===== src/rtl/decoder_pkg.sv =====
// Shared types and helpers for the streaming 3-to-8 decoder.
package decoder_pkg;

   localparam int unsigned DEC_IN_W  = 3;
   localparam int unsigned DEC_OUT_W = 1 << DEC_IN_W;

   typedef enum logic [1:0] {
      EMPTY = 2'd0,
      ONE   = 2'd1,
      FULL  = 2'd2
   } buf_state_e;

   function automatic logic [DEC_OUT_W-1:0] onehot_of(input logic [DEC_IN_W-1:0] code);
      return DEC_OUT_W'(1) << code;
   endfunction

endpackage


===== src/rtl/decoder3to8_stream_if.sv =====
// Code-in / one-hot-out stream bundle for decoder3to8_stream.
interface decoder3to8_stream_if
   import decoder_pkg::*;
#(
   parameter int unsigned IN_W = DEC_IN_W
) ();

   localparam int unsigned OUT_W = 1 << IN_W;

   logic             in_valid;
   logic             in_ready;
   logic [IN_W-1:0]  in_code;
   logic             out_valid;
   logic             out_ready;
   logic [OUT_W-1:0] out_onehot;

   modport master (
      output in_valid, in_code, out_ready,
      input  in_ready, out_valid, out_onehot
   );

   modport slave (
      input  in_valid, in_code, out_ready,
      output in_ready, out_valid, out_onehot
   );

endinterface


===== src/rtl/dec_skid_buf2.sv =====
// Generic 2-entry skid buffer; in_ready depends only on state, never on out_ready.
module dec_skid_buf2
   import decoder_pkg::*;
#(
   parameter int unsigned W = 8
) (
   input  logic         clk,
   input  logic         rst,
   input  logic         in_valid,
   output logic         in_ready,
   input  logic [W-1:0] in_data,
   output logic         out_valid,
   input  logic         out_ready,
   output logic [W-1:0] out_data,
   output logic [1:0]   occupancy
);

   buf_state_e   state, state_nxt;
   logic [W-1:0] head, tail;
   logic         push, pop;

   assign push     = in_valid & in_ready;
   assign pop      = out_valid & out_ready;
   assign out_data = head;

   always_ff @(posedge clk or posedge rst) begin
      if (rst) state <= EMPTY;
      else     state <= state_nxt;
   end

   always_comb begin
      state_nxt = state;
      case (state)
         EMPTY:   if (push) state_nxt = ONE;
         ONE: begin
            if (push && !pop)      state_nxt = FULL;
            else if (pop && !push) state_nxt = EMPTY;
         end
         FULL:    if (pop) state_nxt = ONE;
         default: state_nxt = EMPTY;
      endcase
   end

   always_comb begin
      in_ready  = (state != FULL);
      out_valid = (state != EMPTY);
      occupancy = 2'(state);
   end

   // Head is zeroed when the buffer drains so the idle output value needs no extra mux.
   always_ff @(posedge clk or posedge rst) begin
      if (rst) begin
         head <= '0;
         tail <= '0;
      end else begin
         case (state)
            EMPTY: if (push) head <= in_data;
            ONE: begin
               if (push && pop) head <= in_data;
               else if (push)   tail <= in_data;
               else if (pop)    head <= '0;
            end
            FULL: if (pop) begin
               head <= tail;
               tail <= '0;
            end
            default: begin
               head <= '0;
               tail <= '0;
            end
         endcase
      end
   end

endmodule


===== src/rtl/decoder3to8_stream.sv =====
// Streaming registered 3-to-8 decoder with sticky seen mask.
// Optional input parity check enabled by defining DECODER3TO8_STREAM_PARITY_EN.
module decoder3to8_stream
   import decoder_pkg::*;
#(
   parameter int unsigned IN_W       = DEC_IN_W,
   parameter bit          ACTIVE_LOW = 1'b0
) (
   input  logic                   clk,
   input  logic                   rst,
   decoder3to8_stream_if.slave    bus,
   input  logic                   seen_clr,
   output logic [(1<<IN_W)-1:0]   seen_mask,
   output logic [1:0]             occupancy
`ifdef DECODER3TO8_STREAM_PARITY_EN
   ,
   input  logic                   in_parity,
   output logic                   parity_err
`endif
);

   localparam int unsigned OUT_W = 1 << IN_W;

   logic [OUT_W-1:0] dec_onehot;
   logic [OUT_W-1:0] head_onehot;
   logic             parity_ok;
   logic             buf_in_valid;
   logic             buf_in_ready;
   logic             buf_out_valid;
   logic             out_xfer;

   generate
      if (IN_W == DEC_IN_W) begin : g_pkg_dec
         assign dec_onehot = OUT_W'(onehot_of(DEC_IN_W'(bus.in_code)));
      end else begin : g_gen_dec
         assign dec_onehot = {{(OUT_W-1){1'b0}}, 1'b1} << bus.in_code;
      end
   endgenerate

`ifdef DECODER3TO8_STREAM_PARITY_EN
   // Bad-parity codes still complete the handshake but are never enqueued.
   assign parity_ok = ~(^{bus.in_code, in_parity});

   always_ff @(posedge clk or posedge rst) begin
      if (rst) parity_err <= 1'b0;
      else     parity_err <= bus.in_valid & buf_in_ready & ~parity_ok;
   end
`else
   assign parity_ok = 1'b1;
`endif

   assign buf_in_valid = bus.in_valid & parity_ok;

   dec_skid_buf2 #(.W(OUT_W)) u_buf (
      .clk       (clk),
      .rst       (rst),
      .in_valid  (buf_in_valid),
      .in_ready  (buf_in_ready),
      .in_data   (dec_onehot),
      .out_valid (buf_out_valid),
      .out_ready (bus.out_ready),
      .out_data  (head_onehot),
      .occupancy (occupancy)
   );

   assign bus.in_ready   = buf_in_ready;
   assign bus.out_valid  = buf_out_valid;
   assign bus.out_onehot = ACTIVE_LOW ? ~head_onehot : head_onehot;
   assign out_xfer       = buf_out_valid & bus.out_ready;

   // A coincident clear still keeps the bit being delivered this cycle.
   always_ff @(posedge clk or posedge rst) begin
      if (rst)           seen_mask <= '0;
      else if (out_xfer) seen_mask <= (seen_clr ? '0 : seen_mask) | head_onehot;
      else if (seen_clr) seen_mask <= '0;
   end

endmodule


===== src/flat_wrapper.sv =====
// flat-port wrapper written by rule: the top's interface ports become plain ports
module decoder3to8_stream_flat import decoder_pkg::*;
#(
   parameter int unsigned IN_W       = DEC_IN_W,
   parameter bit          ACTIVE_LOW = 1'b0
)
  (clk, rst, seen_clr, seen_mask, occupancy, bus_in_valid, bus_in_code, bus_out_ready, bus_in_ready, bus_out_valid, bus_out_onehot);
  decoder3to8_stream_if #(.IN_W(IN_W)) bus_i ();
  input  logic clk;
  input  logic rst;
  input  logic seen_clr;
  output logic [(1<<IN_W)-1:0] seen_mask;
  output logic [1:0] occupancy;
  input wire logic [$bits(bus_i.in_valid)-1:0] bus_in_valid;
  input wire logic [$bits(bus_i.in_code)-1:0] bus_in_code;
  input wire logic [$bits(bus_i.out_ready)-1:0] bus_out_ready;
  output wire logic [$bits(bus_i.in_ready)-1:0] bus_in_ready;
  output wire logic [$bits(bus_i.out_valid)-1:0] bus_out_valid;
  output wire logic [$bits(bus_i.out_onehot)-1:0] bus_out_onehot;
  assign bus_i.in_valid = bus_in_valid;
  assign bus_i.in_code = bus_in_code;
  assign bus_i.out_ready = bus_out_ready;
  assign bus_in_ready = bus_i.in_ready;
  assign bus_out_valid = bus_i.out_valid;
  assign bus_out_onehot = bus_i.out_onehot;
  decoder3to8_stream #(.IN_W(IN_W), .ACTIVE_LOW(ACTIVE_LOW)) u_core (.clk(clk), .rst(rst), .bus(bus_i), .seen_clr(seen_clr), .seen_mask(seen_mask), .occupancy(occupancy));
endmodule

===== config.mk =====
export PLATFORM = sky130hd
export DESIGN_NAME = decoder3to8_stream_flat
export DESIGN_NICKNAME = d
export VERILOG_FILES = /design/src/rtl/decoder_pkg.sv /design/src/rtl/decoder3to8_stream_if.sv /design/src/rtl/dec_skid_buf2.sv /design/src/rtl/decoder3to8_stream.sv /design/src/flat_wrapper.sv
export SDC_FILE = /design/constraint.sdc
export NUM_CORES = 1
export LEC_CHECK = 0
export BUFFER_PORTS_ARGS = -buffer_cell sky130_fd_sc_hd__buf_2
export CORE_MARGIN = 4
export CORE_UTILIZATION = 30
export DETAILED_ROUTE_END_ITERATION = 16
export PLACE_DENSITY_LB_ADDON = 0.3
export SYNTH_ARGS = -nofsm -noshare
export SYNTH_HDL_FRONTEND = slang
export SYNTH_SLANG_ARGS = --single-unit

===== constraint.sdc =====
create_clock -name clk -period 1.7 [get_ports clk]
set_clock_uncertainty 0.05 [all_clocks]
set_input_delay 0.34 -clock clk [delete_from_list [all_inputs] [get_ports clk]]
set_output_delay 0.34 -clock clk [all_outputs]
set_load 0.01 [all_outputs]

==> results of run 1 <==
## worst paths after layout
path,end,slack (ns),cells past startpoint
max,u_core.u_buf.out_data[7],0.11,6
min,u_core.seen_mask[0],0.06,3
max reg2reg,u_core.u_buf.out_data[7],0.11,6
min reg2reg,u_core.u_buf.tail[6],0.44,2
max in group asynchronous,u_core.u_buf.occupancy[1],1.27,3
min in group clk,u_core.u_buf.occupancy[1],0.27,2
## per-stage QoR
stage | instances | worst slack (ns) | utilization [%]
after floorplan | 129 | -0.0149 | -
after global placement | 202 | 0.0602 | 36.8
after detailed placement | 202 | 0.0203 | 36.8
after CTS | 206 | 0.0601 | 38.6
after global routing | 206 | 0.0416 | 38.8
final | 206 | 0.111 | 38.8
## state kept, by name (all words and copies together), names as in the netlist
register / cells
u_core.u_buf.occupancy: 2
u_core.u_buf.out_data: 8
u_core.seen_mask: 8
u_core.u_buf.tail: 8
## Yosys cell counts (2+ instances only)
master	n	area, sq um
o41ai_1	2	17.5
dfrtp_1	26	651
buf_4	2	15.0
o21ai_1	8	40.0
mux2i_1	2	20.0
o32ai_1	2	17.5
o22ai_1	6	37.5
a22o_1	8	70.1
buf_2	4	20.0
nor2b_1	3	18.8
o31ai_1	6	45.0
and2_1	2	12.5
nand2_1	18	67.6
a22oi_1	6	45.0
nor2_1	3	11.3
nand2b_1	4	25.0
inv_1	10	37.5
a32oi_1	2	17.5
## area by class of cell
cell class / instances / area share, %
Clock buffer: 3 / 2.59
Multi-Input combinational cell: 85 / 38.0
Tap cell: 50 / 3.92
Clock inverter: 1 / 1.88
Inverter: 10 / 2.35
Sequential cell: 26 / 40.9
Timing Repair Buffer: 31 / 10.4
## worst register-to-register path, cell delays in order (launching register included)
cell	delay (ns)
dfrtp_2	0.46
or2_4	0.24
and2_4	0.18
ha_4	0.18
nand3_2	0.10
o22ai_1	0.09
a22o_1	0.18
## logic make-up after synthesis
kind of cell | Yosys count | synth area share (%)
compound gates | 44 | 24.7
fa+ha+maj | 1 | 0.960
buf+inv | 18 | 6.72
flops | 26 | 49.9
mux | 3 | 2.69
simple gates | 37 | 15.1
## metal layers
metal / vias to the layer above / wire, um
met5: - / 0
met4: 0 / 12
met3: 2 / 183
met2: 24 / 1330
met1: 486 / 1240
li1: 518 / -
## power by group
part	total, mW	internal [mW]	leakage (nW)	switching [mW]
clock network	0.504	0.315	0.0357	0.190
registers	0.812	0.730	0.355	0.0821
logic	0.753	0.328	0.365	0.425
==> out/results.txt, run 1 <==
Via density per instance: 5.00
Cell area after synthesis: 0.00130 sq mm
Worst-margin pin slew: 0.579 ns
Hold buffers post-CTS: 0
Max-Cap Viols: 0
Core area: 0.00412 sq mm
Cells after Synth: 129
Reg clk slew, reported paths: 0.09 ns
Status: completed
Number of fillers in the final layout: 402
RSZ-0062 raised after global routing: no
Register Area: 652 sq um
Post-route ant nets: 0
Post-route cell area: 0.00160 sq mm
PwrDens: 1300 mW/mm^2
Max-slew violations: 0
Fin nets: 166
Clk Latency, worst-skew pair: 0.27 ns
Met2 usage: 18.8%
Vias in the first global route: 1,032
Post-detail-place hpwl: 2160 um
Setup TNS Final: 0 ns
Postcts setup bufs: 0
Share of cells above drive strength 1: 30.1%
Total Routing Usage GR: 10.9%
Die area: 0.00546 sq mm
Starting density of the core: 31.7%
CP max stage delay: 0.46 ns
Setup Crit Path Kind: flop to flop
Antenna violations before repair: 0
Placed Area: 0.00152 sq mm
ANT cells: 0
Post-synth EDFFs: 0
Vias: 1,030
Endpoints failing setup: 0
Met3 usage: 3.01%
CTS tree: built
Power Total: 2.07 mW
DIE HEIGHT: 73.9 um
Fmax achieved: 0.629 GHz
Worst Path Max Fanout: 9
CP Capture Type: flop
GP Congestion: 0.842
Commonest non-fill, non-tap cells in the layout: 27 x buf_2, 25 x dfrtp_1, 18 x nand2_1
Startpoint Class: flop
Io pins: 28
VDD IR-drop max: 421 uV
Die width: 73.9 um
Worst path buffer plus inverter count: 0
CP delay by family, top: simple AND/OR/NAND/NOR gates
Static leakage: 0.755 nW
DR pass1 iterations: 4
Final worst path period share: 93.5%
Final wirelength: 2770 um
Slowest-stage cell, CP: dfrtp_2
Post-layout minimum cycle time: 1.59 ns
Critical R2R Launch: u_core.u_buf.occupancy[1]
H-tree levels: 1
DR iter-0 viols: 66
Critical Path, Cell by Cell: or2_4 -> and2_4 -> ha_4 -> nand3_2 -> o22ai_1 -> a22o_1
Port-buffer cells: 27
Row count: 23
Asr flop ratio synth: 100%
Count of final hold-check violations: 0
Wire per inst: 13.4 um
Clock Path Buffers: 2
CP startpoint: u_core.u_buf.occupancy[1]
WHS: 0.0611 ns
Register area share after synthesis: 49.9%
Post-CTS Resized: 1
Yosys cell types: 33
Synth warnings: 0
Slew margin rel.: 61.4%
GR peak layer: met2
Met1 GRT Util: 13.2%
DR DRC count: 0
Total gr overflow: 0
Average cell area after synthesis: 10.1 sq um
# clock sinks: 26
Worst hold path type: input port to asynchronous set/reset pin
Flop and latch count out of synthesis: 26
Syn nets: 138
CTS buffer count: 3
Clock root cell: clkbuf_8
Layout area overhead: 22.4%
Multi-input gate area: 607 sq um
Most common cell after layout, fill and taps aside: buf_2
First-pass GRT wire length: 4710 um
Largest net degree at the start of global routing: 27
Crit path required time: 1.81 ns
CP Data Arrival Time: 1.70 ns
Commonest register cell after synthesis: dfrtp_1
Note: power is estimated with default switching activity, not from simulation.
==> run 2, diff against run 1 <==
--- a/config.mk
+++ b/config.mk
@@ -6,9 +6,12 @@
 export NUM_CORES = 1
 export LEC_CHECK = 0
 export BUFFER_PORTS_ARGS = -buffer_cell sky130_fd_sc_hd__buf_2
+export CELL_PAD_IN_SITES_DETAIL_PLACEMENT = 0
+export CELL_PAD_IN_SITES_GLOBAL_PLACEMENT = 1
 export CORE_MARGIN = 4
 export CORE_UTILIZATION = 30
 export DETAILED_ROUTE_END_ITERATION = 16
+export HOLD_SLACK_MARGIN = 0.12
 export PLACE_DENSITY_LB_ADDON = 0.3
 export SYNTH_ARGS = -nofsm -noshare
 export SYNTH_HDL_FRONTEND = slang
==> constraint.sdc (replaced) <==
create_clock -name clk -period 1.6 [get_ports clk]
set_clock_uncertainty 0.05 [all_clocks]
set_input_delay 0.32 -clock clk [delete_from_list [all_inputs] [get_ports clk]]
set_output_delay 0.32 -clock clk [all_outputs]
set_load 0.01 [all_outputs]
==> run 2 against run 1 <==
Critical path depth unchanged. Sequential share of layout area is 1.4 points lower. Largest cell class unchanged. Hold slack better by 0.19 ns. Cell area increased by 3.8%. Fmax up 2.4%. Largest power group is now combinational logic. Via count grew 5.5%. Non-clock buffer count is 5 higher. First-iteration DRC count down 29%. Count of clock-buffer cells in the layout did not move. Power grew 11%.
==> out/results.txt, run 2 (same netlist as run 1, synthesis figures left out) <==
Final wirelength: 3060 um (+11%)
Count of final hold-check violations: 0 (unchanged)
Sw Pwr: 0.783 mW (+12%)
Hold Path Sink: u_core.u_buf.occupancy[1]
DR DRC count: 0 (unchanged)
Share of cells above drive strength 1: 34.8% (+4.7 points)
Startpoint Class: flop
Status: completed
H-tree levels: 1 (unchanged)
Placed instance count: 204 (+0.99%)
Max-slew violations: 0 (unchanged)
PwrDens: 1390 mW/mm^2 (+7.2%)
Post-detail-place hpwl: 2340 um (+8.3%)
Layout area overhead: 27.0%
Starting density of the core: 31.7% (unchanged)
Slowest-stage cell, CP: dfrtp_2
Worst-margin pin slew: 0.352 ns (-0.227 ns)
Setup Crit Path Kind: flop to flop
Die width: 73.9 um (unchanged)
Most common cell after layout, fill and taps aside: buf_2
Endpoints failing setup: 0 (unchanged)
Wire per inst: 14.5 um (+8.0%)
CP Capture Type: flop
DR pass1 iterations: 4 (unchanged)
Fmax achieved: 0.644 GHz (+2.4%)
Die area: 0.00546 sq mm (unchanged)
Vias: 1,087 (+5.5%)
Total gr overflow: 0 (unchanged)
Final worst path period share: 97.0% (+3.5 points)
R2R setup slack: 0.05 ns (-0.06 ns)
Critical Path, Cell by Cell: or2_4 -> and2_4 -> ha_4 -> nand3_2 -> o22ai_1 -> a22o_1
Setup TNS Final: 0 ns (unchanged)
Slew margin rel.: 76.5% (+15 points)
Critical R2R Launch: u_core.u_buf.occupancy[0]
Core area: 0.00412 sq mm (unchanged)
DIE HEIGHT: 73.9 um (unchanged)
Crit path required time: 1.71 ns (-0.10 ns)
Worst hold path type: input port to flop
DR iter-0 viols: 47 (-29%)
Logic pwr share: 38.7% (+2.3 points)
Clock Power Share: 23.5% (-0.9 points)
Largest net degree at the start of global routing: 27 (unchanged)
Port-buffer cells: 27 (unchanged)
Static leakage: 0.781 nW (+3.4%)
Multi-input gate area: 622 sq um (+2.5%)
Via density per instance: 5.15 (+3.0%)
Clock root cell: clkbuf_8
WHS Path Cells: 2
Fin nets: 171 (+3.0%)
CP Data Arrival Time: 1.67 ns (-0.03 ns)
Finished Core Util: 40.2% (+1.5 points)
First-pass GRT wire length: 5220 um (+11%)
Final Non-Filler Cells: 211 (+2.4%)
Io pins: 28 (unchanged)
Sequential share of power: 37.7% (-1.5 points)
Worst r2r path cells: 6 (unchanged)
RSZ-0062 raised after global routing: yes
Post-route ant nets: 0 (unchanged)
ANT cells: 0 (unchanged)
Max-Cap Viols: 0 (unchanged)
Hold Path Origin: bus_out_ready
CP max stage delay: 0.44 ns (-0.02 ns)
Row count: 23 (unchanged)
Power Total: 2.30 mW (+11%)
Worst Path Max Fanout: 4 (-5)
Internal power: 1.52 mW (+11%)
R2R Path End: u_core.u_buf.out_data[5]
# clock sinks: 26 (unchanged)
Antenna violations before repair: 0 (unchanged)
Clk Latency, worst-skew pair: 0.27 ns (about the same)
GP Congestion: 0.796 (-5.4%)
Register Area: 653 sq um (+0.19%)
Post-layout minimum cycle time: 1.55 ns (-0.0368 ns)
Switching share of power: 34.0% (+0.36 points)
VDD IR-drop max: 868 uV (+110%)
Clock Path Buffers: 2 (unchanged)
CTS tree: built
CTS buffer count: 3 (unchanged)
Reg clk slew, reported paths: 0.09 ns (about the same)
Commonest non-fill, non-tap cells in the layout: 27 x buf_2, 24 x dfrtp_1, 18 x nand2_1
Number of fillers in the final layout: 409 (+1.7%)
Vias in the first global route: 1,045 (+1.3%)
Total Routing Usage GR: 12.3% (+1.4 points)
-- run 2: power by group through the flow --
stage | clock network, mW | logic (mW) | registers [mW]
CTS | 0.557 | 0.837 | 0.864
global route | 0.592 | 0.987 | 0.888
detailed placement | 0 | 0.831 | 0.879
global placement | 0 | 0.816 | 0.874
finish | 0.542 | 0.892 | 0.868
floorplan | 0 | 0.601 | 0.893
-- run 2: through the flow --
step	hold slack [ns]	worst slack, ns	cell area, sq um
2_1_floorplan	0.310	-0.115	1360
3_3_place_gp	0.340	0.0752	1540
3_5_place_dp	0.349	0.0271	1540
4_1_cts	0.240	0.0186	1620
5_1_grt	0.252	-0.00573	1660
6_report	0.252	0.0479	1660
-- run 2: layer usage --
metal,share of wire (%),up-vias,global-route usage (%),wire [um]
met5,0,-,0,0
met4,0.72,0,3.02,22
met3,6.9,2,3.83,210
met2,47,31,19.4,1420
met1,46,522,16.4,1400
li1,-,532,-,-
-- run 2: worst max path at each step --
stage | from | endpoint | slack, ns | depth (start not counted)
2_1_floorplan | u_core.u_buf.occupancy[0] | u_core.u_buf.out_data[1] | -0.11 | 8
3_3_place_gp | u_core.u_buf.occupancy[0] | u_core.u_buf.out_data[1] | 0.08 | 5
3_5_place_dp | u_core.u_buf.occupancy[0] | u_core.u_buf.out_data[1] | 0.03 | 5
4_1_cts | u_core.u_buf.occupancy[0] | u_core.u_buf.out_data[1] | 0.02 | 5
5_1_grt | u_core.u_buf.occupancy[0] | u_core.u_buf.occupancy[0] | -0.006 | 6
6_report | u_core.u_buf.occupancy[0] | u_core.u_buf.out_data[5] | 0.05 | 6
-- run 2: critical path: cells and delay by family, from the launching register on --
family | cells | cell delay (ns)
AOI/OAI and AO/OA | 2 | 0.28
and+or+nand+nor | 3 | 0.51
DFF | 1 | 0.44
adders and majority gates | 1 | 0.17
-- run 2: layout make-up --
cell class	count	share of cell area [%]
flip-flops and latches	26	39.5
multi-input cells	85	37.6
repair buffers	36	12.6
well taps	50	3.78
clock buffers	3	2.49
inverters	10	2.27
clock inverters	1	1.81
-- run 2: what timing repair did --
item	CTS	global route
gates resized for setup	0	7
hold buffers	1	0
hold endpoints to repair	26	0
endpoints found under the setup margin	0	14
buffers inserted	0	2
